[config.mk]
export PLATFORM = sky130hd
export DESIGN_NAME = btc_job_ctrl_flat
export DESIGN_NICKNAME = d
export VERILOG_FILES = /design/src/rtl/btc_job_ctrl_pkg.sv /design/src/rtl/btc_job_ctrl_if.sv /design/src/rtl/btc_target_cmp.sv /design/src/rtl/btc_job_ctrl.sv /design/src/flat_wrapper.sv
export SDC_FILE = /design/constraint.sdc
export NUM_CORES = 2
export LEC_CHECK = 0
export CORE_AREA = 2 2 375 377
export CTS_CLUSTER_SIZE = 40
export DETAILED_ROUTE_END_ITERATION = 12
export DIE_AREA = 0 0 377 379
export DONT_BUFFER_PORTS = 1
export GPL_TIMING_DRIVEN = 0
export PLACE_DENSITY_LB_ADDON = 0.05
export SETUP_SLACK_MARGIN = 0.1
export SLEW_MARGIN = 20
export SYNTH_ARGS = -nofsm -noshare
export SYNTH_HDL_FRONTEND = slang
export SYNTH_SLANG_ARGS = --single-unit
[constraint.sdc]
create_clock -name clk -period 18.5 [get_ports clk]
set_clock_uncertainty 0.05 [all_clocks]
set_input_delay 0.925 -clock clk [delete_from_list [all_inputs] [get_ports clk]]
set_output_delay 0.925 -clock clk [all_outputs]
set_load 0.02 [all_outputs]
[src/rtl/btc_job_ctrl_pkg.sv]
// btc_pkg: shared states, sizes and byte-swap helper for the mining job controller
package btc_pkg;
  typedef enum logic [2:0] {IDLE, FREQ, FREL, LAUNCH, WAIT, CHECK, FOUND, EXHAUST} state_t;
  localparam int HDR_BYTES = 80;
  localparam int NONCE_OFS = 76;
  localparam int HASH_BITS = 256;
  function automatic logic [HASH_BITS-1:0] bswap256(input logic [HASH_BITS-1:0] h);
    logic [HASH_BITS-1:0] r;
    for (int i = 0; i < HASH_BITS / 8; i++) r[8*i +: 8] = h[HASH_BITS-8-8*i +: 8];
    return r;
  endfunction
endpackage

[src/rtl/btc_job_ctrl_if.sv]
// btc_job_ctrl_if: byte-serial host fetch port plus SHA-256d core launch/result port
interface btc_job_ctrl_if #(parameter int HDR_BYTES = btc_pkg::HDR_BYTES);
  logic                   ext_rq;
  logic [7:0]             ext_addr;
  logic                   ext_rdy;
  logic [7:0]             ext_data;
  logic                   core_start;
  logic [8*HDR_BYTES-1:0] core_hdr;
  logic                   core_done;
  logic [255:0]           core_hash;
  modport master (output ext_rq, ext_addr, core_start, core_hdr, input ext_rdy, ext_data, core_done, core_hash);
  modport slave (input ext_rq, ext_addr, core_start, core_hdr, output ext_rdy, ext_data, core_done, core_hash);
endinterface

[src/rtl/btc_target_cmp.sv]
// btc_target_cmp: passes when the displayed (byte-reversed) hash has at least zbits leading zeros
module btc_target_cmp
  import btc_pkg::*;
(
  input  logic [HASH_BITS-1:0] hash,
  input  logic [7:0]           zbits,
  output logic                 pass
);
  logic [HASH_BITS-1:0] d;
  assign d = bswap256(hash);
  assign pass = (d & ~({HASH_BITS{1'b1}} >> zbits)) == '0;
endmodule

[src/rtl/btc_job_ctrl.sv]
// btc_job_ctrl: fetches a block header, then sweeps nonces through the SHA-256d core until hit, exhaustion or abort
module btc_job_ctrl #(
  parameter int HDR_BYTES = btc_pkg::HDR_BYTES,
  parameter int NONCE_OFS = btc_pkg::NONCE_OFS
) (
  input  logic                  clk,
  input  logic                  rst,
  input  logic                  start,
  input  logic                  abort,
  input  logic [7:0]            zbits,
  btc_job_ctrl_if.master        bus,
  output logic                  busy,
  output logic                  found,
  output logic                  exhausted,
  output logic [31:0]           nonce
);
  import btc_pkg::*;
  state_t state, state_nx;
  logic [8*HDR_BYTES-1:0] hdr;
  logic [7:0] cnt, zb;
  logic pass, pass_r, idle_like, last;
  assign idle_like = state inside {IDLE, FOUND, EXHAUST};
  assign last = cnt == 8'(HDR_BYTES - 1);
  btc_target_cmp u_cmp (.hash(bus.core_hash), .zbits(zb), .pass(pass));
  always_comb begin
    state_nx = state;
    case (state)
      IDLE, FOUND, EXHAUST: state_nx = start ? FREQ : state;
      FREQ:   state_nx = bus.ext_rdy ? FREL : FREQ;
      FREL:   state_nx = bus.ext_rdy ? FREL : last ? LAUNCH : FREQ;
      LAUNCH: state_nx = WAIT;
      WAIT:   state_nx = bus.core_done ? CHECK : WAIT;
      CHECK:  state_nx = pass_r ? FOUND : &nonce ? EXHAUST : LAUNCH;
      default: state_nx = IDLE;
    endcase
    if (abort) state_nx = IDLE;
  end
  assign bus.ext_rq     = state == FREQ;
  assign bus.ext_addr   = cnt;
  assign bus.core_start = state == LAUNCH;
  assign busy           = !idle_like;
  assign found          = state == FOUND;
  assign exhausted      = state == EXHAUST;
  // The nonce field of the header is always overlaid by the live nonce register
  always_comb begin
    bus.core_hdr = hdr;
    for (int k = 0; k < 4; k++) bus.core_hdr[8*(HDR_BYTES-1-NONCE_OFS-k) +: 8] = nonce[8*k +: 8];
  end
  always_ff @(posedge clk or posedge rst) begin
    if (rst) begin
      state  <= IDLE;
      hdr    <= '0;
      cnt    <= '0;
      zb     <= '0;
      pass_r <= 1'b0;
      nonce  <= '0;
    end else begin
      state <= state_nx;
      if (idle_like && state_nx == FREQ) begin
        cnt <= '0;
        zb  <= zbits;
      end
      if (state == FREQ && state_nx == FREL) hdr[8*(HDR_BYTES-1-int'(cnt)) +: 8] <= bus.ext_data;
      if (state == FREL && state_nx == FREQ) cnt <= cnt + 8'd1;
      if (state == FREL && state_nx == LAUNCH)
        for (int k = 0; k < 4; k++) nonce[8*k +: 8] <= hdr[8*(HDR_BYTES-1-NONCE_OFS-k) +: 8];
      if (state == WAIT && bus.core_done) pass_r <= pass;
      if (state == CHECK && state_nx == LAUNCH) nonce <= nonce + 32'd1;
    end
  end
endmodule

[src/flat_wrapper.sv]
// flat-port wrapper written by rule: the top's interface ports become plain ports
module btc_job_ctrl_flat import btc_pkg::*;
#(
  parameter int HDR_BYTES = btc_pkg::HDR_BYTES,
  parameter int NONCE_OFS = btc_pkg::NONCE_OFS
)
  (clk, rst, start, abort, zbits, busy, found, exhausted, nonce, bus_ext_rq, bus_ext_addr, bus_core_start, bus_core_hdr, bus_ext_rdy, bus_ext_data, bus_core_done, bus_core_hash);
  btc_job_ctrl_if #(.HDR_BYTES(HDR_BYTES)) bus_i ();
  input  logic clk;
  input  logic rst;
  input  logic start;
  input  logic abort;
  input  logic [7:0] zbits;
  output logic busy;
  output logic found;
  output logic exhausted;
  output logic [31:0] nonce;
  output wire logic [$bits(bus_i.ext_rq)-1:0] bus_ext_rq;
  output wire logic [$bits(bus_i.ext_addr)-1:0] bus_ext_addr;
  output wire logic [$bits(bus_i.core_start)-1:0] bus_core_start;
  output wire logic [$bits(bus_i.core_hdr)-1:0] bus_core_hdr;
  input wire logic [$bits(bus_i.ext_rdy)-1:0] bus_ext_rdy;
  input wire logic [$bits(bus_i.ext_data)-1:0] bus_ext_data;
  input wire logic [$bits(bus_i.core_done)-1:0] bus_core_done;
  input wire logic [$bits(bus_i.core_hash)-1:0] bus_core_hash;
  assign bus_ext_rq = bus_i.ext_rq;
  assign bus_ext_addr = bus_i.ext_addr;
  assign bus_core_start = bus_i.core_start;
  assign bus_core_hdr = bus_i.core_hdr;
  assign bus_i.ext_rdy = bus_ext_rdy;
  assign bus_i.ext_data = bus_ext_data;
  assign bus_i.core_done = bus_core_done;
  assign bus_i.core_hash = bus_core_hash;
  btc_job_ctrl #(.HDR_BYTES(HDR_BYTES), .NONCE_OFS(NONCE_OFS)) u_core (.clk(clk), .rst(rst), .start(start), .abort(abort), .zbits(zbits), .bus(bus_i), .busy(busy), .found(found), .exhausted(exhausted), .nonce(nonce));
endmodule
==> flow_metrics.py <==
metrics = {
    "run_status": {
        "outcome": "completed",
    },
    "place": {
        "portBuffers": 0,
        "detailedPlace.worstSlack_ps": 12320,
        "gp_routability_congestion": 1.02,
        "place.detailed.hpwl_um": 161000,
    },
    "grt": {
        "grt_remaining_overflow": 0,
        "grt_max_degree": 32,
        "globalRouteTotalUtil_pct": 28.0,
        "grt_first_pass_wirelength_um": 283000,
        "antenna_found_initial": 15,
        "first_global_vias": 33600,
    },
    "routing": {
        "drt_first_iter_violations": 3228,
        "route.detailed.drc": 0,
        "vias": 34600,
        "drt-pass1-iter-count": 5,
        "drt-vias-per-instance": 5.20,
        "drt.antenna.violating_nets": 0,
        "wirelength_um": 206000,
        "routed_wire_length_per_instance_um": 31.0,
    },
    "floorplanning": {
        "floorplan.die.width_um": 377,
        "die_h_um": 379,
        "dieArea_um2": 143000,
        "start_util_pct": 27.5,
        "io_pins": 963,
        "placeableCoreArea_um2": 139000,
        "placement_rows": 137,
    },
    "synth": {
        "synth_cells": 4630,
        "seq_area_frac_synth_pct": 45.3,
        "top_ff_cell_synth": "dfrtp_1",
        "syn_nets": 4919,
        "synth-async-reset-ratio_pct": 100,
        "ys_warn_count": 0,
        "synthesis.area_um2": 38200,
        "ys_ff_latch": 692,
        "synth-edff-count": 0,
        "syn-mean-instance-area_um2": 8.25,
        "post_synth_num_cell_types": 83,
    },
    "pwr": {
        "power_per_cell_area_nw_per_um2": 89.6,
        "power.leakage_nw": 18.6,
        "finalPower_mw": 3.98,
        "peakVddDrop_mv": 0.0550,
    },
    "sta": {
        "worst-slew-pin-transition_ps": 1340,
        "finalCriticalPeriod_ps": 6260,
        "postLayoutSetupSlackWorst_ps": 12240,
        "post-route-period-util_pct": 33.9,
        "rsz0062_at_grt": "no",
        "setup_violations": 0,
        "max_freq_ghz": 0.160,
        "relSlewSlack_pct": 10.7,
        "timing.setup.tns_ps": 0,
        "hold_violations": 0,
        "drv_slew": 0,
        "fin_hold_ws_ps": 266,
    },
    "critical_path": {
        "required_ps": 19000,
        "timing.setup.critical_path_class": "reg2reg",
        "worst_setup_path_start_kind": "flop",
        "critPathLaunch": "u_core.bus.ext_addr[4]$_DFFE_PP0P_",
        "timing.critical_path.to": "u_core.hdr[420]$_DFFE_PP0P_",
        "ff_to_ff_setup_slack_ps": 12240,
        "endpoint_kind_of_the_worst_setup_timing_path": "flop",
        "crit_arrival_ps": 6770,
        "reg2reg_start": "u_core.bus.ext_addr[4]$_DFFE_PP0P_",
        "ff2ff_path_depth": 18,
        "critical_path.max_fanout": 10,
        "crit-reg2reg-capture": "u_core.hdr[420]$_DFFE_PP0P_",
    },
    "worst_hold_path": {
        "hold_start": "abort",
        "worstHoldPathType": "in2reg",
    },
    "cts": {
        "cts_post_setup_buffers_inserted": 0,
        "ctsLongestPathBuffers": 3,
        "tritoncts_clock_tree": "yes",
        "cts.sink_count": 692,
        "cts.reportedPaths.clkPinSlew_ps": 60,
        "cts_max_level": 3,
        "cts-root-buf": "clkbuf_16",
        "tritoncts_buffer_count": 89,
        "clk_latency_ps": 700,
    },
    "finish": {
        "area_delta_synth_final_pct": 16.3,
        "mostFrequentLayoutCell": "nand2_1",
        "finalNetCount": 5057,
        "most-common-layout-cells": "1252 x nand2_1, 692 x dfrtp_1, 646 x buf_4, 536 x o21ai_0, 245 x clkbuf_1",
        "drive_gt1_share_pct": 19.9,
    },
    "job": {
        "drv.max_cap_violation_count": 0,
    },
}
report_power, final:
part	switching, mW	internal (mW)	total, mW
Combinational	0.495	0.157	0.651
Clock	0.736	1.01	1.75
Sequential	0.0493	1.53	1.58
per-stage QoR:
step | instance area [um^2] | util, % | std cells
6_report | 44400 | 32.0 | 6652
5_1_grt | 44400 | 32.0 | 6644
4_1_cts | 44400 | 32.0 | 6636
3_5_place_dp | 41500 | 29.9 | 6483
3_3_place_gp | 40500 | 29.2 | 6437
2_1_floorplan | 38200 | - | 4630
state kept, by name, indices dropped and copies added (netlist names):
name,count
u_core.hdr,640
u_core.pass_r,1
u_core.nonce,32
u_core.zb,8
u_core.bus.ext_addr,8
u_core.state,3
repair_timing:
item / in CTS / in global routing
setup endpoints to repair: 0 / 0
resized for setup: 0 / 0
endpoints found under the hold margin: 6 / 0
hold buffers: 1 / 0
worst max-delay path: stages, from the launching register on:
cell	delay [ps]
dfrtp_1	610
buf_2	300
buf_1	420
inv_1	200
ha_1	230
buf_2	160
and4bb_1	260
o2111ai_1	360
ha_1	300
nor4b_1	350
nand4_1	130
a21o_1	170
buf_2	220
nor4_4	700
buf_2	400
nand4_1	600
clkbuf_1	420
nand2_1	120
o21ai_0	90
per-layer routing:
layer  vias to the layer above  wire length (um)  GRT usage (%)
met5                         -                25              0
met4                         4              8690           11.2
met3                       341             20400           9.60
met2                      1588             91400           43.1
met1                     17200             85900           35.8
li1                      15500                 -              -
Yosys cell counts (all sizes together) (10+ instances only):
cell | n | share of area, %
a2111oi | 10 | 0.23
nand2 | 1252 | 12
o211ai | 17 | 0.33
nor4 | 45 | 0.92
a31oi | 26 | 0.43
nand3 | 164 | 2.1
and3 | 21 | 0.34
ha | 11 | 0.36
nor4b | 10 | 0.45
nor2 | 129 | 1.3
and2 | 14 | 0.23
a21o | 16 | 0.31
o21a | 13 | 0.26
dfrtp | 692 | 45
nand2b | 12 | 0.20
clkbuf | 227 | 2.2
or2 | 10 | 0.16
nand4 | 111 | 1.8
nor2b | 11 | 0.18
inv | 33 | 0.32
or4 | 17 | 0.33
nor3 | 30 | 0.39
o21ai | 713 | 9.3
a21oi | 106 | 1.4
a211oi | 12 | 0.24
o22ai | 22 | 0.36
buf | 700 | 13
worst min path at each step:
stage / slack (ps) / depth (start not counted) / to
floorplan: 390 / 2 / u_core.hdr[20]$_DFFE_PP0P_
global placement: 410 / 2 / u_core.hdr[346]$_DFFE_PP0P_
detailed placement: 420 / 2 / u_core.hdr[565]$_DFFE_PP0P_
CTS: 200 / 1 / u_core.state[2]$_DFF_PP0_
global route: 240 / 1 / u_core.state[2]$_DFF_PP0_
finish: 270 / 1 / u_core.state[2]$_DFF_PP0_
layout make-up:
cell class,count,area [um^2]
fill,14800,94400
multi-input combinational,2975,15000
antenna,16,40.0
clock inverter,24,318
inverter,36,139
tap,1807,2260
buffer,927,5960
sequential,692,17300
clock buffer,128,2540
timing repair buffer,47,888
logic make-up after synthesis:
family	Yosys count	synth area share [%]
muxes	18	0.501
xor gates and xnor gates	7	0.180
and+or+nand+nor	1862	21.5
DFF	692	45.3
adders and majority gates	14	0.439
AOI/OAI and AO/OA	1074	16.1
buffers and inverters	963	15.9
Note: power is estimated with default switching activity, not from simulation.
